[src/rtl/fibonacci_index_decoder.sv]
// rtl/fibonacci_index_decoder.sv - Fibonacci membership and index search for a 32-bit value
// Regenerates F(k) from F(0) until it matches or passes the captured value.
module fibonacci_index_decoder (
  input  logic        clk,
  input  logic        rst,
  input  logic        start,
  input  logic [31:0] value,
  output logic        busy,
  output logic        done,
  output logic        is_fib,
  output logic [5:0]  n
);

  typedef enum logic [1:0] {IDLE, SEARCH, DONE} state_t;

  state_t      state, state_nx;
  logic [31:0] target, target_nx;
  logic [32:0] a, a_nx;
  logic [32:0] b, b_nx;
  logic [5:0]  k, k_nx;
  logic        is_fib_nx;
  logic [5:0]  n_nx;
  logic [32:0] target_ext;

  assign target_ext = {1'b0, target};

  always_comb begin
    state_nx  = state;
    target_nx = target;
    a_nx      = a;
    b_nx      = b;
    k_nx      = k;
    is_fib_nx = is_fib;
    n_nx      = n;
    case (state)
      IDLE: begin
        if (start) begin
          target_nx = value;
          a_nx      = 33'd0;
          b_nx      = 33'd1;
          k_nx      = 6'd0;
          state_nx  = SEARCH;
        end
      end
      SEARCH: begin
        // F(48) exceeds every 32-bit value, so k never passes 48 here
        if (a == target_ext) begin
          is_fib_nx = 1'b1;
          n_nx      = k;
          state_nx  = DONE;
        end else if (a > target_ext) begin
          is_fib_nx = 1'b0;
          n_nx      = k;
          state_nx  = DONE;
        end else begin
          a_nx = b;
          b_nx = a + b;
          k_nx = k + 6'd1;
        end
      end
      DONE: begin
        state_nx = IDLE;
      end
      default: begin
        state_nx = IDLE;
      end
    endcase
  end

  always_ff @(posedge clk) begin
    if (rst) begin
      state  <= IDLE;
      target <= 32'd0;
      a      <= 33'd0;
      b      <= 33'd0;
      k      <= 6'd0;
      is_fib <= 1'b0;
      n      <= 6'd0;
    end else begin
      state  <= state_nx;
      target <= target_nx;
      a      <= a_nx;
      b      <= b_nx;
      k      <= k_nx;
      is_fib <= is_fib_nx;
      n      <= n_nx;
    end
  end

  // Both decode the state register directly, so they cannot overlap
  assign busy = (state == SEARCH);
  assign done = (state == DONE);

endmodule
[config.mk]
export PLATFORM = sky130hd
export DESIGN_NAME = fibonacci_index_decoder
export DESIGN_NICKNAME = d
export VERILOG_FILES = /design/src/rtl/fibonacci_index_decoder.sv
export SDC_FILE = /design/constraint.sdc
export NUM_CORES = 1
export LEC_CHECK = 0
export ABC_CLOCK_PERIOD_IN_PS = 2990
export CORE_MARGIN = 10
export CORE_UTILIZATION = 56
export DETAILED_ROUTE_END_ITERATION = 12
export PLACE_DENSITY = 0.87
export SYNTH_ARGS = -nofsm -noshare
export SYNTH_HDL_FRONTEND = slang
export SYNTH_SLANG_ARGS = --single-unit
export TNS_END_PERCENT = 20
[constraint.sdc]
create_clock -name clk -period 2.99 [get_ports clk]
set_input_delay 0.299 -clock clk [delete_from_list [all_inputs] [get_ports clk]]
set_output_delay 0.299 -clock clk [all_outputs]
set_load 0.02 [all_outputs]
Yosys cells after proc, flatten, opt, wreduce, memory -nomap -nowiden
Index checks and enable logic that the tools add are counted.
Storage, ports and cells
  flip-flop bits (word level): 113
  bits of input ports: 35
  output and inout port bits: 9
Cells by class
  add/subtract/negate cells: 2
  magnitude comparators: 1
  equal/unequal tests: 7
  mux-type cells: 20
  reduce and logical (&&, ||, !) cells: 7
Operator list (number)
  33-bit 2-to-1 mux: 6
  33-bit one-hot mux with 2 select lines: 2
  33-bit adder: 1
  33-bit by 32-bit equality test with 1-bit output: 1
  33-bit by 32-bit greater-than comparator with 1-bit output: 1
  6-bit 2-to-1 mux: 5
  6-bit one-hot mux with 2 select lines: 1
  6-bit by 1-bit adder with 6-bit output, second input constant: 1
  2-bit 2-to-1 mux: 3
  2-bit != test, second input constant: 3
  2-bit AND reduction: 3
  2-bit one-hot mux with 2 select lines: 1
  4-bit AND reduction: 1
  2-bit nonzero test: 2
  3-bit by 1-bit != test with 1-bit output, second input constant: 1
  2-bit by 1-bit equality test with 1-bit output, second input constant: 1
  2-bit equality test, second input constant: 1
  2-bit logical NOT: 1
  1-bit 2-to-1 mux: 2

Logic depth before layout (Yosys ltp)
  depth in word-level cells: 4
  mapped depth: 13
  gate-level depth less buffers: 12

Least setup slack after synthesis
No wires, ideal clock.
  kind: flip-flop to flip-flop
  start: register a[8]
  end: register b[29]
  setup time: 0.117 ns
  arrival: 2.379 ns
  required time: 2.873 ns
  setup slack: 0.493 ns
  stages on the path, launching flop included: 11
  path buffers: 0
  clock period less this slack: 2.497 ns
  cell sequence: dfxtp_1 -> ha_1 -> a21o_1 -> a21oi_2 -> o21ai_1 -> a21oi_2 -> o41ai_4 -> a211oi_4 -> nor4b_1 -> or4_1 -> a32o_1
Between the ends
  longest elaborated chain between the ends: 4
RTL lines
  start: declaration: line 18  | logic [32:0] a, a_nx;
  start signal: assignment: line 82  | a <= a_nx;
  33-bit adder: line 57  | b_nx = a + b;
  33-bit 2-to-1 mux: line 51  | end else if (a > target_ext) begin
  33-bit 2-to-1 mux: line 47  | if (a == target_ext) begin
  33-bit one-hot mux with 2 select lines: line 35  | case (state)
  end signal: assignment: line 83  | b <= b_nx;
  end: declaration: line 19  | logic [32:0] b, b_nx;
Several ways; a longest one is shown, not always the timed one. The select of a mux whose other input is x is not followed.
A chain may end at the register's enable or synchronous reset.

Final worst setup path
  start: register a[0]
  end: register b[28]
The elaborated chain is that of the path after synthesis.

==> summary.txt <==
Placed design
  – GP Congestion: 0.931
  – Dpl cells: 1000
  – Placed Area: 0.00715 mm2
  – I/O Buffers: 43
  – Final HPWL DP: 11000 um

Synthesis
  – Net count after synthesis: 945
  – Synth top area share: 0.344
  – Fraction of registers with async set/reset: 0
  – Post-synth EDFFs: 0
  – Dominant cell type by area after synthesis: dfxtp_1
  – Register area share after synthesis: 0.344
  – Commonest cells in the netlist: nand2_1, a21oi_1, dfxtp_1, ha_1, nand3_1
  – Post-Synthesis Cells: 844
  – Library cells used by synthesis: 61
  – Seq cells post-synth: 113
  – Area contributors post-synth: dfxtp_1, ha_1, a21oi_1, nand2_1, nand3_1
  – Top_reg_cell synth: dfxtp_1
  – Syn Area/Cell: 7.80 um2
  – Count leader, synth: nand2_1
  – Yosys warnings: 0
  – Post-synthesis cell area: 0.00658 mm2

Pwr
  – Leak pwr: 3.16 nW
  – VDD IR max: 0.731 mV
  – Tot Pwr: 4.15 mW
  – Power per Cell Area: 531 mW/mm2

Clock network
  – Clock Sinks: 113
  – H-Tree Depth: 4
  – CTS tree: built
  – Clock slew at reported path FFs: 0.05 ns
  – Post-CTS Hold Buffers: 0
  – Clk_lat worst skew: 0.42 ns
  – Max Root-Sink Buffers: 2
  – Clk root buf: clkbuf_16
  – Cts bufs inserted: 17

Worst setup path
  – Kind of end point of the critical path: flip-flop
  – Setup Crit Path Kind: reg -> reg
  – CP Cell Sequence: ha_1, inv_1, fa_1, nor2b_1, o31a_1, o31ai_2, a211oi_2, o21ai_0, a21boi_1, nor3_1, nand3b_1, a21oi_1
  – CP Launch Type: flip-flop
  – Worst Path Required: 3.32 ns
  – Critical Path Max Stage Delay: 0.39 ns
  – Slowest-stage cell, CP: fa_1
  – CP Buf/Inv Count: 1
  – Top delay family on crit path: compound AO/OA/AOI/OAI gates
  – Crit Path Max Fanout: 5
  – CP Data Arrival Time: 3.22 ns

Cells and area
  – N_diodes: 0
  – Count of non-filler cells in the finished layout: 1032
  – Layout area overhead: 18.6%
  – Share of cells above drive strength 1: 0.0720
  – Post-route cell area: 0.00781 mm2
  – Final nets: 977

Job
  – Max-Cap Viols: 0

Detailed routing
  – DRC Markers: 0
  – Pre-antenna DRT Iters: 5
  – Post-DRT Antenna Nets: 0
  – Routed WL: 16500 um
  – DR iter-0 viols: 574
  – Routed via count: 6164
  – Vias per Instance: 5.97
  – WL/cell: 15.9 um

Global route
  – Busiest grt layer: met2
  – Largest net degree at the start of global routing: 52
  – GR Util met1: 0.233
  – Total track usage: 0.199
  – M3 GR Usage: 0.0493
  – GRT overflow: 0
  – First-pass GRT wire length: 27700 um
  – GR Util met2: 0.355
  – Initial antenna violation count: 0
  – Vias in the first global route: 5872

Timing
  – Max_slew headroom: 0.634
  – Fin Clk Skew: 0.0150 ns
  – Finish-stage setup viols: 0
  – Hold WS: 0.349 ns
  – Hold Violations, Final: 0
  – RSZ-0062 raised after global routing: yes
  – Max Slew Vio Count: 0
  – Worst-margin pin slew: 0.546 ns
  – Final period util: 0.966
  – Min cycle time layout: 2.89 ns
  – Setup tns final: 0 ns
  – Fmax: 0.346 GHz

Floorplan
  – Initial core utilization: 0.574
  – Ports: 44
  – Die Height: 128 um
  – Die ar.: 0.0165 mm2
  – Rows: 39
  – Die width: 128 um
  – Core Region: 0.0115 mm2

Hold path
  – Hold/Removal Path Class: in -> reg

Status
  – Outcome: complete, no violations
==> worst register-to-register path, cell delays in order (launching register included) <==
cell and delay (ns):
dfxtp_1 0.36, ha_1 0.19, inv_1 0.07, fa_1 0.39, nor2b_1 0.20, o31a_1 0.29
o31ai_2 0.12, a211oi_2 0.32, o21ai_0 0.20, a21boi_1 0.25, nor3_1 0.06, nand3b_1 0.16
a21oi_1 0.18
==> repair_timing <==
item / CTS / global route
setup buffers: 0 / 0
gates resized for setup: 1 / 5
hold endpoints to repair: 0 / 0
setup endpoints to repair: 1 / 6
==> worst paths after layout <==
check,from,endpoint,slack [ns],cells past startpoint
worst max-delay path,a[0],b[28],0.10,12
worst min-delay path,rst,a[13],0.35,2
worst max register to register,a[0],b[28],0.10,12
worst min register to register,target[28],target[28],0.45,2
==> routing by layer <==
| layer | wire [um] | vias to the layer above |
|---|---|---|
| met5 | 0 | - |
| met4 | 240 | 0 |
| met3 | 806 | 26 |
| met2 | 8420 | 179 |
| met1 | 6990 | 2901 |
| li1 | - | 3058 |
==> cell type report <==
| class | count | area, um2 |
|---|---|---|
| Timing Repair Buffer | 56 | 563 |
| Multi-Input combinational cell | 639 | 3990 |
| Sequential cell | 113 | 2260 |
| Inverter | 49 | 184 |
| Fill cell | 860 | 3660 |
| Clock buffer | 19 | 453 |
| Clock inverter | 13 | 184 |
| Tap cell | 143 | 179 |
==> cell usage in the layout, fill, tap and decap left out, types with 3 or more instances in the layout <==
cell type and n:
a32o_1 3, a21o_1 29, buf_4 11, o31ai_1 3, inv_1 49, o21ai_1 3, xnor2_1 12, clkinvlp_4 6
o31a_1 3, o21ai_0 26, a21oi_2 4, ha_1 64, a31oi_1 8, a21boi_1 3, clkbuf_16 17, o21a_1 7
clkdlybuf4s50_1 42, nor2b_1 8, buf_12 3, nor2_1 47, o21bai_1 4, nand2_1 133, nor3_1 11, nand3b_1 6
mux2i_1 8, dfxtp_1 113, nand2b_1 4, xor2_1 3, nand3_1 64, nand4_1 9, and3_1 4, a21oi_1 124
o211ai_1 6, bufinv_16 4, a211oi_1 4
==> where the power goes <==
group | switching, mW | internal (mW)
registers | 0.0219 | 1.55
logic | 0.264 | 0.150
clock network | 0.733 | 1.44
==> metrics by stage <==
| stage | util | setup slack, ns |
|---|---|---|
| 2_1_floorplan | - | 0.493 |
| 3_3_place_gp | 0.624 | 0.289 |
| 3_5_place_dp | 0.624 | 0.214 |
| 4_1_cts | 0.680 | 0.116 |
| 5_1_grt | 0.681 | -0.0518 |
| 6_report | 0.681 | 0.102 |
==> registers in the layout, summed over array words and instances (netlist names) <==
signal and flops:
k 6, state 2, n 6, b 33
is_fib 1, a 33, target 32
==> cell families (layout without fill, tap and decap cells) <==
logic type	after synthesis	in the layout	synth area share
muxes	8	8	0.0122
AOI/OAI and AO/OA	249	249	0.235
adders and majority gates	66	66	0.127
and+or+nand+nor	301	301	0.208
DFF	113	113	0.344
xor gates and xnor gates	15	15	0.0200
buffers and inverters	92	137	0.0549
(Power assumes the default switching activity.)
==> variant (same settings) <==
The 3 states of `state_t` get a one-hot encoding in 3 bits.
--- a/src/rtl/fibonacci_index_decoder.sv
+++ b/src/rtl/fibonacci_index_decoder.sv
@@ -12,5 +12,5 @@
 );
 
-  typedef enum logic [1:0] {IDLE, SEARCH, DONE} state_t;
+  typedef enum logic [2:0] {IDLE = 3'b001, SEARCH = 3'b010, DONE = 3'b100} state_t;
 
   state_t      state, state_nx;
Check against the original RTL: no difference found for any inputs over 10 cycles, from zero or initial values and one cycle with rst high; not proved beyond that.
==> variant against the unedited design <==
- sequential cell count rose by 1
- combinational power fell by 17%
- total power fell by 4.8%
- hold slack got worse by 0.041 ns
- routed wire length rose by 7.8%
- final area barely moved
- setup slack got worse by 0.069 ns
- fmax fell by 2.3%
- synthesized area fell by 0.34%
==> variant: results <==
set metrics [dict create \
    outcome "finished clean" \
    fillerInstances 827 \
    dpl-instance-area_mm2 0.00716 \
    worstHoldStart "rst" \
    power.leakage_nw 3.22 \
    cts_buffer_depth 2 \
    critical_path.top_delay_family "compound AO/OA/AOI/OAI gates" \
    clockRootBuffer "clkbuf_16" \
    synth_common_cells "nand2_1, a21oi_1, dfxtp_1, nand3_1, ha_1" \
    async_reset_ff_share_pct 0 \
    antenna_cells 0 \
    wl_mm 17.7 \
    ys_types 59 \
    crit_start "target[6]" \
    antenna_found_initial 0 \
    yosysWarnings 0 \
    layout-drive-gt1-share_pct 9.23 \
    grt_util_all_layers_pct 20.8 \
    hpwl_mm 11.2 \
    arrival_ns 3.29 \
    clk_pin_slew_worst_paths_ns 0.06 \
    port_buffers 43 \
    grt_max_degree 40 \
    path_max_fanout 14 \
    final_net_count 987 \
    clock_latency_ns 0.42 \
    synthCells 846 \
    syn-num-nets 947 \
    drt_iter0_markers 491 \
    dr.pass1.iters 7 \
    maxSlewViolCount 0 \
    grt_pass1_wl_mm 28.6 \
    skew_ns 0.00631 \
    netlist_top_cells_area "dfxtp_1, ha_1, a21oi_1" \
    cts_buffers 17 \
    cts_htree_levels 4 \
    cp_slowest_stage_delay_ns 0.38 \
    top_regs "a (33), b (33), target (32)" \
    hold_class "in -> reg" \
    irDropWorstVdd_mv 0.423 \
    cts_setup_buffers 0 \
    seq_area_frac_synth_pct 34.8 \
    cpMaxStageDelayCell "a221o_1" \
    worst_pin_slew_ns 0.688 \
    power.total_w 0.00395 \
    synth-main-ff-cell "dfxtp_1" \
    vias_per_cell 6.08 \
    gp_congestion 0.891 \
    grt_pass1_vias 6120 \
    critical_path_class "reg -> reg" \
]
-- variant: final cells by class --
type	count	share of cell area, %
multi-input combinational	641	50.8
sequential	114	29.2
timing repair buffer	66	7.89
clock buffer	18	5.62
tap	143	2.29
inverter	46	2.21
clock inverter	14	2.00
-- variant: report_power, final --
part	leakage, nW	internal, W	switching (W)	total [W]
combinational	2.03	0.000125	0.000218	0.000343
clock	0.268	0.00125	0.000776	0.00203
sequential	0.924	0.00156	0.0000213	0.00158
-- variant: layer usage --
metal  track usage (%)  up-vias  part of all wire (%)
met4              10.3        0                   3.3
li1                  -     3044                     -
met5                 0        -                     0
met3              5.21       61                   8.5
met2              32.9      299                    47
met1              25.6     2929                    41
-- variant: metrics by stage --
| step | setup TNS, ns | std cells | hold slack, ns | worst slack (ns) | util [%] |
|---|---|---|---|---|---|
| 3_5_place_dp | -0.237 | 1009 | 0.447 | -0.0444 | 62.5 |
| 3_3_place_gp | 0 | 1009 | 0.442 | 0.0594 | 62.5 |
| 2_1_floorplan | 0 | 846 | 0.435 | 0.457 | - |
| 4_1_cts | 0 | 1042 | 0.287 | 0.0805 | 67.8 |
| 6_report | 0 | 1042 | 0.307 | 0.0335 | 68.2 |
| 5_1_grt | -0.402 | 1042 | 0.309 | -0.0606 | 68.2 |
-- variant: kinds of logic after synthesis --
logic type | synth area share [%]
buffers and inverters | 5.63
xor gates and xnor gates | 3.20
adders and majority gates | 12.7
AOI/OAI and AO/OA | 20.8
DFF | 34.8
muxes | 1.07
and+or+nand+nor | 21.8
-- variant: final timing paths --
check              endpoint  slack [ns]  cells past startpoint
hold / removal    target[0]        0.31                      2
setup / recovery      a[25]        0.03                     14
hold reg to reg   target[6]        0.45                      2
setup reg to reg      a[25]        0.03                     14
-- variant: repair_timing --
action | 4_1_cts | 5_1_grt
cloned | 1 | 0
endpoints found under the setup margin | 14 | 27
resized for setup | 1 | 15
pin swaps | 1 | 2
